## src/rtl/sram_pkg.sv

```systemverilog
// sram_pkg: default geometry and packed-word layout for the BDD node RAM.
// Word = {field2[33:26], field1[25:18], field0[17:10], value[9:0]}.
package sram_pkg;

    localparam int SRAM_ADDR_W = 3;
    localparam int SRAM_DATA_W = 34;
    localparam int SRAM_DEPTH  = 8;

    localparam int VALUE_LSB  = 0;
    localparam int VALUE_W    = 10;
    localparam int FIELD0_LSB = 10;
    localparam int FIELD1_LSB = 18;
    localparam int FIELD2_LSB = 26;
    localparam int FIELD_W    = 8;

    typedef struct packed {
        logic [FIELD_W-1:0] field2;
        logic [FIELD_W-1:0] field1;
        logic [FIELD_W-1:0] field0;
        logic [VALUE_W-1:0] value;
    } sram_word_t;

    function automatic logic [SRAM_DATA_W-1:0] pack_word(
        input logic [FIELD_W-1:0] f2,
        input logic [FIELD_W-1:0] f1,
        input logic [FIELD_W-1:0] f0,
        input logic [VALUE_W-1:0] val
    );
        sram_word_t w;
        w.field2 = f2;
        w.field1 = f1;
        w.field0 = f0;
        w.value  = val;
        return w;
    endfunction

endpackage

```

## src/rtl/sram_port.sv

```systemverilog
// sram_port: one access port -- range check, write gate, registered read data.
// Ports: clk, rst, addr_i, data_i, we_i, rdata_i (array word), fwd_i/fwd_data_i
// (override from the other port), hit_o (addr in range), wr_o (write valid), q_o.
module sram_port
    import sram_pkg::*;
#(
    parameter int ADDR_WIDTH = SRAM_ADDR_W,
    parameter int DATA_WIDTH = SRAM_DATA_W,
    parameter int DEPTH      = SRAM_DEPTH
) (
    input  logic                  clk,
    input  logic                  rst,
    input  logic [ADDR_WIDTH-1:0] addr_i,
    input  logic [DATA_WIDTH-1:0] data_i,
    input  logic                  we_i,
    input  logic [DATA_WIDTH-1:0] rdata_i,
    input  logic                  fwd_i,
    input  logic [DATA_WIDTH-1:0] fwd_data_i,
    output logic                  hit_o,
    output logic                  wr_o,
    output logic [DATA_WIDTH-1:0] q_o
);

    logic [DATA_WIDTH-1:0] q_q;
    logic [DATA_WIDTH-1:0] q_d;

    assign hit_o = 32'(addr_i) < 32'(DEPTH);
    // Only a definite 1 writes; X/Z on the enable is a no-write.
    assign wr_o  = hit_o && (we_i === 1'b1);

    // Forwarded data outranks the own write so a losing collision
    // write still reads back the winner's data.
    always_comb begin
        q_d = rdata_i;
        if (!hit_o)     q_d = '0;
        else if (fwd_i) q_d = fwd_data_i;
        else if (wr_o)  q_d = data_i;
    end

    always_ff @(posedge clk or posedge rst) begin
        if (rst) q_q <= '0;
        else     q_q <= q_d;
    end

    assign q_o = q_q;

endmodule

```

## src/rtl/sram.sv

```systemverilog
// sram: dual-port single-clock RAM with registered reads, port A wins collisions.
// Ports: clk, rst, addr_a/data_a/we_a/q_a, addr_b/data_b/we_b/q_b.
// Macro SRAM_BYPASS_EN: forward same-cycle cross-port writes to the reading port.
module sram
    import sram_pkg::*;
#(
    parameter int ADDR_WIDTH = SRAM_ADDR_W,
    parameter int DATA_WIDTH = SRAM_DATA_W,
    parameter int DEPTH      = SRAM_DEPTH
) (
    input  logic                  clk,
    input  logic                  rst,
    input  logic [ADDR_WIDTH-1:0] addr_a,
    input  logic [DATA_WIDTH-1:0] data_a,
    input  logic                  we_a,
    output logic [DATA_WIDTH-1:0] q_a,
    input  logic [ADDR_WIDTH-1:0] addr_b,
    input  logic [DATA_WIDTH-1:0] data_b,
    input  logic                  we_b,
    output logic [DATA_WIDTH-1:0] q_b
);

    logic [DATA_WIDTH-1:0] mem_q [DEPTH];

    logic                  hit_a, hit_b;
    logic                  wr_a, wr_b;
    logic                  same;
    logic                  fwd_a, fwd_b;
    logic [DATA_WIDTH-1:0] rdata_a, rdata_b;

    assign same    = addr_a == addr_b;
    assign rdata_a = hit_a ? mem_q[addr_a] : '0;
    assign rdata_b = hit_b ? mem_q[addr_b] : '0;

`ifdef SRAM_BYPASS_EN
    assign fwd_b = wr_a && same;
    assign fwd_a = wr_b && same && !wr_a;
`else
    // Collision: B's dropped write still reads back A's data.
    assign fwd_b = wr_a && wr_b && same;
    assign fwd_a = 1'b0;
`endif

    always_ff @(posedge clk or posedge rst) begin
        if (rst) begin
            for (int i = 0; i < DEPTH; i++) mem_q[i] <= '0;
        end else begin
            if (wr_a) mem_q[addr_a] <= data_a;
            if (wr_b && !(wr_a && same)) mem_q[addr_b] <= data_b;
        end
    end

    sram_port #(
        .ADDR_WIDTH(ADDR_WIDTH),
        .DATA_WIDTH(DATA_WIDTH),
        .DEPTH     (DEPTH)
    ) u_port_a (
        .clk       (clk),
        .rst       (rst),
        .addr_i    (addr_a),
        .data_i    (data_a),
        .we_i      (we_a),
        .rdata_i   (rdata_a),
        .fwd_i     (fwd_a),
        .fwd_data_i(data_b),
        .hit_o     (hit_a),
        .wr_o      (wr_a),
        .q_o       (q_a)
    );

    sram_port #(
        .ADDR_WIDTH(ADDR_WIDTH),
        .DATA_WIDTH(DATA_WIDTH),
        .DEPTH     (DEPTH)
    ) u_port_b (
        .clk       (clk),
        .rst       (rst),
        .addr_i    (addr_b),
        .data_i    (data_b),
        .we_i      (we_b),
        .rdata_i   (rdata_b),
        .fwd_i     (fwd_b),
        .fwd_data_i(data_a),
        .hit_o     (hit_b),
        .wr_o      (wr_b),
        .q_o       (q_b)
    );

endmodule

```

## config.mk

```make
export PLATFORM = sky130hd
export DESIGN_NAME = sram
export DESIGN_NICKNAME = d
export VERILOG_FILES = /design/src/rtl/sram_pkg.sv /design/src/rtl/sram_port.sv /design/src/rtl/sram.sv
export SDC_FILE = /design/constraint.sdc
export NUM_CORES = 1
export LEC_CHECK = 0
export CORE_MARGIN = 2
export CORE_UTILIZATION = 45
export DETAILED_ROUTE_END_ITERATION = 6
export PLACE_DENSITY = 0.76
export SYNTH_ARGS = -nofsm -noshare
export SYNTH_HDL_FRONTEND = slang
export SYNTH_SLANG_ARGS = --single-unit
```

## constraint.sdc

```tcl
create_clock -name clk -period 11.6 [get_ports clk]
set_input_delay 2.32 -clock clk [delete_from_list [all_inputs] [get_ports clk]]
set_output_delay 2.32 -clock clk [all_outputs]
set_load 0.1 [all_outputs]
```

==> results of run 1 <==
[cell usage after synthesis, types with 4 or more instances]
cell	count
sky130_fd_sc_hd__buf_1	13
sky130_fd_sc_hd__mux2i_1	371
sky130_fd_sc_hd__a21oi_1	40
sky130_fd_sc_hd__o21ai_1	51
sky130_fd_sc_hd__nor2_1	10
sky130_fd_sc_hd__nand2_1	307
sky130_fd_sc_hd__nand4b_1	6
sky130_fd_sc_hd__clkbuf_1	113
sky130_fd_sc_hd__buf_6	4
sky130_fd_sc_hd__mux2_2	8
sky130_fd_sc_hd__a211oi_1	22
sky130_fd_sc_hd__o21ai_0	261
sky130_fd_sc_hd__buf_2	87
sky130_fd_sc_hd__a221oi_1	6
sky130_fd_sc_hd__buf_4	8
sky130_fd_sc_hd__a41oi_1	7
sky130_fd_sc_hd__o2bb2ai_1	6
sky130_fd_sc_hd__dfrtp_1	340
sky130_fd_sc_hd__a221o_1	6
sky130_fd_sc_hd__nor2b_1	23
sky130_fd_sc_hd__a22oi_1	13
sky130_fd_sc_hd__mux4_2	110
sky130_fd_sc_hd__nand3_1	6
[how the worst max path moves through the flow]
stage | start | endpoint | slack [ns] | depth (start not counted)
global placement | addr_a[0] | mem_q[94] | 6.05 | 6
finish | addr_a[0] | mem_q[83] | 6.52 | 6
global route | addr_a[0] | mem_q[236] | 6.31 | 7
detailed placement | addr_a[0] | mem_q[94] | 5.95 | 6
CTS | addr_a[0] | mem_q[236] | 6.53 | 7
floorplan | rst | mem_q[0] | 4.73 | 1
[cell families (layout without fill, tap and decap cells)]
group,count (synthesis),in the layout,share of synthesized area
DFF,340,340,0.433
AOI/OAI and AO/OA,415,415,0.116
buffers and inverters,227,248,0.0519
muxes,489,489,0.319
xor gates and xnor gates,3,3,0.00248
and+or+nand+nor,365,365,0.0771
[registers in the layout, indices dropped and copies added (netlist names)]
| register | flops |
|---|---|
| u_port_a.q_o | 34 |
| u_port_b.q_o | 34 |
| mem_q | 272 |
[per-layer routing]
layer / up-vias / wire length [um] / global-route usage
li1: 6625 / - / -
met1: 7531 / 23700 / 0.354
met2: 678 / 27300 / 0.418
met3: 126 / 4710 / 0.0532
met4: 4 / 1660 / 0.0921
met5: - / 21 / 0
[cells in the final DEF, fill, tap and decap left out, types with 2 or more instances in the layout]
cell type,netlist,final
sky130_fd_sc_hd__xnor2_2,3,3
sky130_fd_sc_hd__clkdlybuf4s50_1,0,137
sky130_fd_sc_hd__nor3_2,0,2
sky130_fd_sc_hd__o21ai_0,261,261
sky130_fd_sc_hd__clkbuf_8,0,12
sky130_fd_sc_hd__a22oi_1,13,13
sky130_fd_sc_hd__clkinv_2,0,6
sky130_fd_sc_hd__nand4_1,3,3
sky130_fd_sc_hd__mux2_2,8,8
sky130_fd_sc_hd__nand4bb_1,3,3
sky130_fd_sc_hd__nand4b_1,6,6
sky130_fd_sc_hd__nor2_1,10,10
sky130_fd_sc_hd__nand2_1,307,307
sky130_fd_sc_hd__dfrtp_1,340,340
sky130_fd_sc_hd__mux4_2,110,110
sky130_fd_sc_hd__nor2b_1,23,23
sky130_fd_sc_hd__o21ai_1,51,51
sky130_fd_sc_hd__nand3_1,6,6
sky130_fd_sc_hd__a41oi_4,0,8
sky130_fd_sc_hd__clkbuf_1,113,6
sky130_fd_sc_hd__a21oi_1,40,40
sky130_fd_sc_hd__nand2b_1,2,2
sky130_fd_sc_hd__a211oi_1,22,22
sky130_fd_sc_hd__a221o_1,6,6
sky130_fd_sc_hd__buf_4,8,39
sky130_fd_sc_hd__a221oi_1,6,6
sky130_fd_sc_hd__nor3b_2,0,2
sky130_fd_sc_hd__o2bb2ai_1,6,6
sky130_fd_sc_hd__clkbuf_16,0,40
sky130_fd_sc_hd__mux2i_1,371,371
[critical path: cells and delay by family]
kind / cells / cell delay [ns]
buffers and inverters: 3 / 1.93
and+or+nand+nor: 1 / 0.83
muxes: 1 / 0.21
AOI/OAI and AO/OA: 1 / 0.10
[area by class of cell]
type,instances,area [um2]
Sequential cell,340,8510
Tap cell,585,732
Fill cell,3584,20600
Clock buffer,58,1190
Timing Repair Buffer,179,1700
Clock inverter,9,85.1
Inverter,2,11.3
Multi-Input combinational cell,1272,10300
[power by group]
group | leakage (nW) | switching (mW) | internal (mW)
logic | 4.76 | 0.666 | 0.452
clock network | 0.635 | 0.508 | 0.729
registers | 4.14 | 0.190 | 1.44
[stage by stage]
step,setup WS (ns),hold WS (ns),power (mW),util
2_1_floorplan,4.73,0.527,2.45,-
6_report,6.52,0.579,3.99,0.523
4_1_cts,6.53,0.583,4.00,0.523
5_1_grt,6.31,0.609,4.17,0.523
3_3_place_gp,6.05,0.545,2.72,0.493
3_5_place_dp,5.95,0.570,2.76,0.493
==> out/results.ini, run 1 <==
[synthesis]
synth_async_sr_flop_share=1.00
synth_cell_types=35
synth.ff_latch_count=340
syn_avg_cell_area_um2=10.7
synthFlopType=sky130_fd_sc_hd__dfrtp_1
synth_nets=1917
yosysWarnings=0
mappedNetlistArea_mm2=0.0197
ys_top_cells_by_area=sky130_fd_sc_hd__dfrtp_1 43%, sky130_fd_sc_hd__mux2i_1 19%, sky130_fd_sc_hd__mux4_2 13%, sky130_fd_sc_hd__o21ai_0 6.6%, sky130_fd_sc_hd__nand2_1 5.9%
number_of_synthesized_flops_with_an_enable_pin=0
synthCells=1839
yosysTopAreaCellShare=0.433
synth_top_area_cell=sky130_fd_sc_hd__dfrtp_1
synth_seq_area_share=0.433

[die]
die_h_um=213
die_area_mm2=0.0454
rows=76
chipWidth_um=213
count_of_boundary_i_o_pins=146
start_util=0.456
core_region_area_mm2=0.0431

[sta]
finalClockSkew_ns=0.0208
final-setup-viol-count=0
clock.fmax_mhz=197
finalHoldViolCount=0
setup_tns_ns=0
layout_worst_path_cycle_share=0.438
slew_headroom=0.217
finalCriticalPeriod_ns=5.08
worst_pin_slew_ns=1.18
final_max_slew_viol_count=0
grt_setup_unrepaired=no

[final_layout]
postLayoutCellArea_mm2=0.0225
nets_finish=1912
diodes=0
layout.cells.non_filler=2445
area_overhead_of_the_layout_relative_to_synthesis_pct=14.5
final_layout_size_suffix_gt1_frac=0.127

[setup_path]
cp.arrival_ns=5.47
worst_ep_required_time_ns=11.99
crit_type=primary input to flop
timing.reg2reg.setup_slack_ns=9.98
reg2reg_to=u_port_b.q_o[20]
ff2ff_path_depth=4
path_max_fanout=39
slowest_delay_ns=0.83
worstPathCellList=buf_4 -> buf_4 -> nand4b_1 -> buf_4 -> mux2i_1 -> o21ai_0
worstReg2RegStart=mem_q[88]
library_cell_appearing_most_often_on_the_critical_path=sky130_fd_sc_hd__buf_4
crit_path_end_kind=flop
crit_path_start_kind=primary input
cp_slowest_cell=sky130_fd_sc_hd__nand4b_1

[route]
via_count=15000
count_of_nets_left_with_antenna_violations_after_detail_routing=0
routed_wirelength_um=57400
drt_pre_antenna_iters=5
vias_per_cell=6.12
drt_iter0_drc=1185
wire_per_inst_um=23.5
drc=0

[cts]
cts.htree.levels=2
cts_hold_buf=0
clk_latency_ns=0.57
clock_tree.buffer_depth=3
ctsResizeCount=0
tritoncts_num_sinks=340
tritoncts=yes
clk_transition_reported_paths_ns=0.06
cts_buffers=39
cts.root.buffer_cell=sky130_fd_sc_hd__clkbuf_16
cts_post_setup_buffers_inserted=0

[run_status]
status=finished, final reports clean

[global_route]
antenna_found_initial=2
grt_pass1_wl_um=91100
grt_max_degree=178
groute.usage.overall=0.261
grt_pass1_vias=15500
grt-ovfl-total=0

[power]
power.density_cell_area_mw_per_mm2=177
vdd_ir_drop_max_mv=0.103
power.static_leakage_nw=9.54

[placement]
dpl_cell_area_mm2=0.0212
finalWeightedCongestion=0.821
placed_cells=2378
buffer_ports.inserted=145
detailedPlacementHpwl_um=34500

[hold_path]
worst_hold_path.endpoint=mem_q[166]
min_from=mem_q[166]
worst_hold_path_type=flop to flop
whs_path_depth=2

[job]
max-cap-violations=0

Power figures use the tool's default switching activity.
==> run 2: changes to the inputs <==
--- a/config.mk
+++ b/config.mk
@@ -8,7 +8,7 @@
 export CORE_MARGIN = 2
 export CORE_UTILIZATION = 45
 export DETAILED_ROUTE_END_ITERATION = 6
-export PLACE_DENSITY = 0.76
+export PLACE_DENSITY = 0.74
 export SYNTH_ARGS = -nofsm -noshare
 export SYNTH_HDL_FRONTEND = slang
 export SYNTH_SLANG_ARGS = --single-unit
==> constraint.sdc (replaced) <==
create_clock -name clk -period 5.31 [get_ports clk]
set_input_delay 1.062 -clock clk [delete_from_list [all_inputs] [get_ports clk]]
set_output_delay 1.062 -clock clk [all_outputs]
set_load 0.1 [all_outputs]
==> out/results.ini, run 2 (synthesis results as in run 1) <==
[run_status]
status=finished, final reports clean

[final_layout]
final_layout_size_suffix_gt1_frac=0.133  ; +0.00552
mostFrequentLayoutCell=sky130_fd_sc_hd__mux2i_1
finish.utilization=0.527  ; +0.00383
area_overhead_of_the_layout_relative_to_synthesis_pct=15.4
nets_finish=1924  ; +0.63%
diodes=0  ; unchanged
flip_flop_count_of_the_largest_register_all_copies_and_words_added=272  ; unchanged
fillers=3628  ; +1.2%
layout.cells.most_common_list=371 x sky130_fd_sc_hd__mux2i_1, 340 x sky130_fd_sc_hd__dfrtp_1, 307 x sky130_fd_sc_hd__nand2_1
largest_register=mem_q

[sta]
worst_pin_slew_ns=1.10  ; -0.0724 ns
clock.fmax_mhz=278
finalClockSkew_ns=0.0257  ; +0.00492 ns
slew_headroom=0.262  ; +0.0459
final_max_slew_viol_count=0  ; unchanged
worst_slack_ns=1.71  ; -4.80 ns
grt_setup_unrepaired=no
final-setup-viol-count=0  ; unchanged
layout_worst_path_cycle_share=0.678
finalCriticalPeriod_ns=3.60
finalHoldViolCount=0  ; unchanged

[route]
routed_wirelength_um=58400  ; +1.7%
wire_per_inst_um=23.8  ; +1.2%
drt_pre_antenna_iters=5  ; unchanged
drc=0  ; unchanged
count_of_nets_left_with_antenna_violations_after_detail_routing=0  ; unchanged
drt_iter0_drc=1355  ; +14%
vias_per_cell=6.10  ; -0.32%
via_count=15000  ; +0.21%

[cts]
clk_latency_ns=0.55  ; -0.02 ns
cts_hold_buf=0  ; unchanged
ctsResizeCount=0  ; unchanged
tritoncts_num_sinks=340  ; unchanged
cts_post_setup_buffers_inserted=0  ; unchanged
cts.htree.levels=2  ; unchanged
clock_tree.buffer_depth=3  ; unchanged
cts.root.buffer_cell=sky130_fd_sc_hd__clkbuf_16
clk_transition_reported_paths_ns=0.06  ; about the same
tritoncts=yes
cts_buffers=39  ; unchanged

[setup_path]
path_max_fanout=43  ; +10%
slowest_delay_ns=1.05  ; +0.22 ns
crit_path_end_kind=flop
timing.critical_path.buf_inv=2  ; -1
crit_type=primary input to flop
library_cell_appearing_most_often_on_the_critical_path=sky130_fd_sc_hd__buf_4
crit_path_start_kind=primary input
cp.arrival_ns=4.05  ; -1.42 ns
worst_ep_required_time_ns=5.76  ; -6.23 ns
cp_slowest_cell=sky130_fd_sc_hd__a41oi_4
worstReg2RegStart=mem_q[101]
setup.worst_path.start=addr_a[1]
worstPathCellList=buf_4 -> xnor2_2 -> a41oi_4 -> buf_4 -> nand2_1 -> o21ai_1
cp_top_family=compound AO/OA/AOI/OAI gates

[global_route]
global_route.usage.met2=0.433  ; +0.0152
globalRouteMet1Util=0.340  ; -0.0138
met3_usage=0.0421  ; -0.0112
grt_pass1_vias=15500  ; -0.32%
grt-ovfl-total=0  ; unchanged
groute.usage.overall=0.261  ; about the same
antenna_found_initial=2  ; unchanged
grt_max_degree=109  ; -39%
grt_pass1_wl_um=90400  ; -0.70%
grt_busiest_layer=met2

[die]
die_area_mm2=0.0454  ; unchanged
core_region_area_mm2=0.0431  ; unchanged
chipWidth_um=213  ; unchanged
count_of_boundary_i_o_pins=146  ; unchanged
rows=76  ; unchanged
start_util=0.456  ; unchanged
die_h_um=213  ; unchanged

[job]
max-cap-violations=0  ; unchanged

[placement]
detailedPlacementHpwl_um=35100  ; +1.6%
buffer_ports.inserted=145  ; unchanged
finalWeightedCongestion=0.804  ; -2.1%
placement.setup.worst_slack_ns=1.33  ; -4.63 ns

[power]
vdd_ir_drop_max_mv=0.201  ; +96%
power.density_cell_area_mw_per_mm2=384  ; +120%
total_power_consumption_mw=8.71  ; +120%
power.static_leakage_nw=9.61  ; +0.72%

[hold_path]
min_from=mem_q[55]
worst_hold_path_type=flop to flop

-- run 2: cell types whose count changed in the layout (fill, tap and decap cells not counted), sizes merged --
cell      delta
buf         +12
clkbuf       +4
clkinv       -4
clkinvlp     +2
bufinv       -1
-- run 2: path summary, 6_finish.rpt --
check	to	slack, ns	depth (start not counted)
worst max-delay path	mem_q[28]	1.71	6
worst min register to register	mem_q[55]	0.58	2
worst min-delay path	mem_q[55]	0.58	2
worst max register to register	u_port_b.q_o[33]	3.66	4
min in group asynchronous	u_port_b.q_o[16]	1.06	2
max in group asynchronous	u_port_a.q_o[26]	3.12	3
-- run 2: area by class of cell --
class	instances	area, um2	share of cell area
Multi-Input combinational cell	1272	10300	0.454
Sequential cell	340	8510	0.375
Timing Repair Buffer	191	1860	0.0818
Clock buffer	62	1230	0.0544
Tap cell	585	732	0.0323
Clock inverter	6	50.0	0.00221
Inverter	2	11.3	0.000496
-- run 2: routing by layer --
| layer | vias to the layer above | wire length [um] |
|---|---|---|
| met3 | 149 | 4580 |
| met4 | 4 | 2130 |
| met1 | 7531 | 23400 |
| li1 | 6621 | - |
| met2 | 691 | 28300 |
| met5 | - | 25 |
-- run 2: through the flow --
step	setup TNS (ns)	cell area [um2]	std cells	hold WS (ns)
detailed placement	0	21400	2390	0.560
global placement	0	21400	2390	0.548
finish	0	22700	2458	0.577
floorplan	-101.50	19700	1839	0.527
CTS	0	22700	2458	0.575
global route	0	22700	2458	0.601
-- run 2: power by group --
part           switching (mW)  total, mW  internal (mW)
sequential              0.421       3.58           3.16
clock                    1.10       2.69           1.59
combinational            1.45       2.44          0.994
-- run 2: tightest hold or removal path, delay by kind of cell (launching register included) --
| family | cells | cell delay (ns) |
|---|---|---|
| mux | 1 | 0.08 |
| compound gates | 1 | 0.11 |
| flops | 1 | 0.36 |
==> run 3: changes to the inputs <==
==> constraint.sdc (replaced) <==
create_clock -name clk -period 3.58 [get_ports clk]
set_input_delay 0.716 -clock clk [delete_from_list [all_inputs] [get_ports clk]]
set_output_delay 0.716 -clock clk [all_outputs]
set_load 0.1 [all_outputs]
==> out/results.ini, run 3 (synthesis results as in run 1) <==
[run_status]
status=finished, final reports clean

[cts]
cts_post_setup_buffers_inserted=0  ; unchanged
cts_buffers=38  ; -2.6%
tritoncts_num_sinks=340  ; unchanged
cts_hold_buf=0  ; unchanged
clock_tree.buffer_depth=3  ; unchanged
tritoncts=yes
clk_transition_reported_paths_ns=0.06  ; about the same
cts.htree.levels=2  ; unchanged
clk_latency_ns=0.54  ; about the same
cts.root.buffer_cell=sky130_fd_sc_hd__clkbuf_16
ctsResizeCount=0  ; unchanged

[route]
count_of_nets_left_with_antenna_violations_after_detail_routing=0  ; unchanged
routed_wirelength_um=58900  ; +0.94%
drt_pre_antenna_iters=5  ; unchanged
highest-signal-layer=met5
drc=0  ; unchanged
detailroute.wirelength.met2_um=28400  ; +0.51%
via_count=15100  ; +0.66%
wire_per_inst_um=23.9  ; +0.65%
wl_met1_um=23000  ; -1.8%
vias_per_cell=6.12  ; +0.37%
drt_iter0_drc=1371  ; +1.2%
met3RoutedLength_um=5060  ; +10%

[setup_path]
slowest_delay_ns=1.16  ; +0.11 ns
crit_end=q_a[3]
cp.arrival_ns=2.11  ; -1.94 ns
path_max_fanout=1  ; -98%
cp_top_family=buffers and inverters
crit_type=flop to output port
reg2reg_to=u_port_b.q_o[4]
path_depth=1  ; -5
ff2ff_path_depth=4  ; unchanged
worstReg2RegStart=mem_q[72]
timing.reg2reg.setup_slack_ns=2.02  ; -1.64 ns
worst_ep_required_time_ns=2.86  ; -2.90 ns
crit_path_end_kind=output port
timing.critical_path.buf_inv=1  ; -1
crit_path_start_kind=flop
setup.worst_path.start=u_port_a.q_o[3]
cp_slowest_cell=sky130_fd_sc_hd__clkdlybuf4s50_1
worstPathCellList=clkdlybuf4s50_1

[power]
pwr-share-comb=0.280  ; about the same
power.static_leakage_nw=9.66  ; +0.57%
seq_power_share=0.412  ; about the same
power.density_cell_area_mw_per_mm2=567  ; +48%
vdd_ir_drop_max_mv=0.266  ; +32%
internal_power_mw=8.51  ; +48%
swShare=0.340  ; -0.00134
pwr-share-clk=0.308  ; about the same
p_switching_mw=4.38  ; +47%

[global_route]
grt_max_degree=97  ; -11%
grt-ovfl-total=0  ; unchanged
grt_pass1_vias=15600  ; +0.68%
grt_pass1_wl_um=91700  ; +1.4%
groute.usage.overall=0.266  ; +0.00484
antenna_found_initial=4  ; +2

[sta]
setup_tns_ns=0  ; unchanged
layout_worst_path_cycle_share=0.790
grt_setup_unrepaired=no
finalCriticalPeriod_ns=2.83
final_max_slew_viol_count=0  ; unchanged
final-setup-viol-count=0  ; unchanged
slew_headroom=0.295  ; +0.0321
clock.fmax_mhz=354
finalClockSkew_ns=0.0152  ; -0.0106 ns
finalHoldViolCount=0  ; unchanged
worst_pin_slew_ns=1.05  ; -0.0497 ns

[die]
die_h_um=213  ; unchanged
start_util=0.456  ; unchanged
rows=76  ; unchanged
die_area_mm2=0.0454  ; unchanged
chipWidth_um=213  ; unchanged
core_region_area_mm2=0.0431  ; unchanged
count_of_boundary_i_o_pins=146  ; unchanged

[final_layout]
final_layout_size_suffix_gt1_frac=0.139  ; +0.00589
nets_finish=1932  ; +0.42%
finish.utilization=0.528  ; +0.00108
area_overhead_of_the_layout_relative_to_synthesis_pct=15.6
layout.cells.most_common_list=371 x sky130_fd_sc_hd__mux2i_1, 340 x sky130_fd_sc_hd__dfrtp_1, 307 x sky130_fd_sc_hd__nand2_1
diodes=0  ; unchanged
flip_flop_count_of_the_largest_register_all_copies_and_words_added=272  ; unchanged
largest_register=mem_q
mostFrequentLayoutCell=sky130_fd_sc_hd__mux2i_1

[hold_path]
worst_hold_path_type=primary input to asynchronous set/reset pin

[placement]
detailedPlacementHpwl_um=35300  ; +0.48%
buffer_ports.inserted=145  ; unchanged
finalWeightedCongestion=0.812  ; +1.0%

[job]
max-cap-violations=0  ; unchanged

[run 3: changes by cell type in the layout (fill, tap and decap cells not counted), sizes merged]
cell	before	now
clkdlybuf4s50	137	136
bufinv	0	1
clkbuf	62	54
clkinv	4	10
buf	54	64
inv	1	0
[run 3: layout make-up]
| cell class | instances | area, um2 |
|---|---|---|
| Clock buffer | 54 | 1170 |
| Timing Repair Buffer | 200 | 1920 |
| Clock inverter | 12 | 90.1 |
| Sequential cell | 340 | 8510 |
| Inverter | 2 | 11.3 |
| Tap cell | 585 | 732 |
| Multi-Input combinational cell | 1272 | 10300 |
| Fill cell | 3619 | 20300 |
[run 3: power groups by stage]
stage                     combinational [mW]  sequential [mW]  clock [mW]
after floorplan                         1.91             6.04           0
after global placement                  3.51             5.29           0
after detailed placement                3.61             5.35           0
after CTS                               3.61             5.30        4.01
after global routing                    3.87             5.41        4.18
final                                   3.61             5.31        3.97
[run 3: worst min-delay path by stage]
stage | slack [ns] | to | startpoint
2_1_floorplan | 0.53 | mem_q[132] | mem_q[132]
3_3_place_gp | 0.55 | mem_q[200] | mem_q[200]
3_5_place_dp | 0.56 | mem_q[133] | mem_q[133]
4_1_cts | 0.49 | u_port_b.q_o[14] | rst
5_1_grt | 0.50 | u_port_b.q_o[14] | rst
6_report | 0.49 | u_port_b.q_o[14] | rst
[run 3: per-layer routing]
metal / GRT usage / vias to the layer above
li1: - / 6642
met1: 0.342 / 7530
met2: 0.435 / 725
met3: 0.0516 / 190
met4: 0.123 / 8
met5: 0 / -
[run 3: stage by stage]
stage               power [mW]  hold WS [ns]  instance area, um2  cells  setup slack (ns)
CTS                       12.9         0.487               22700   2465             0.745
detailed placement        8.95         0.560               21500   2399             0.583
global route              13.5         0.498               22700   2465             0.697
floorplan                 7.95         0.527               19700   1839             -1.68
finish                    12.9         0.492               22700   2465             0.753
global placement          8.80         0.547               21500   2399             0.677
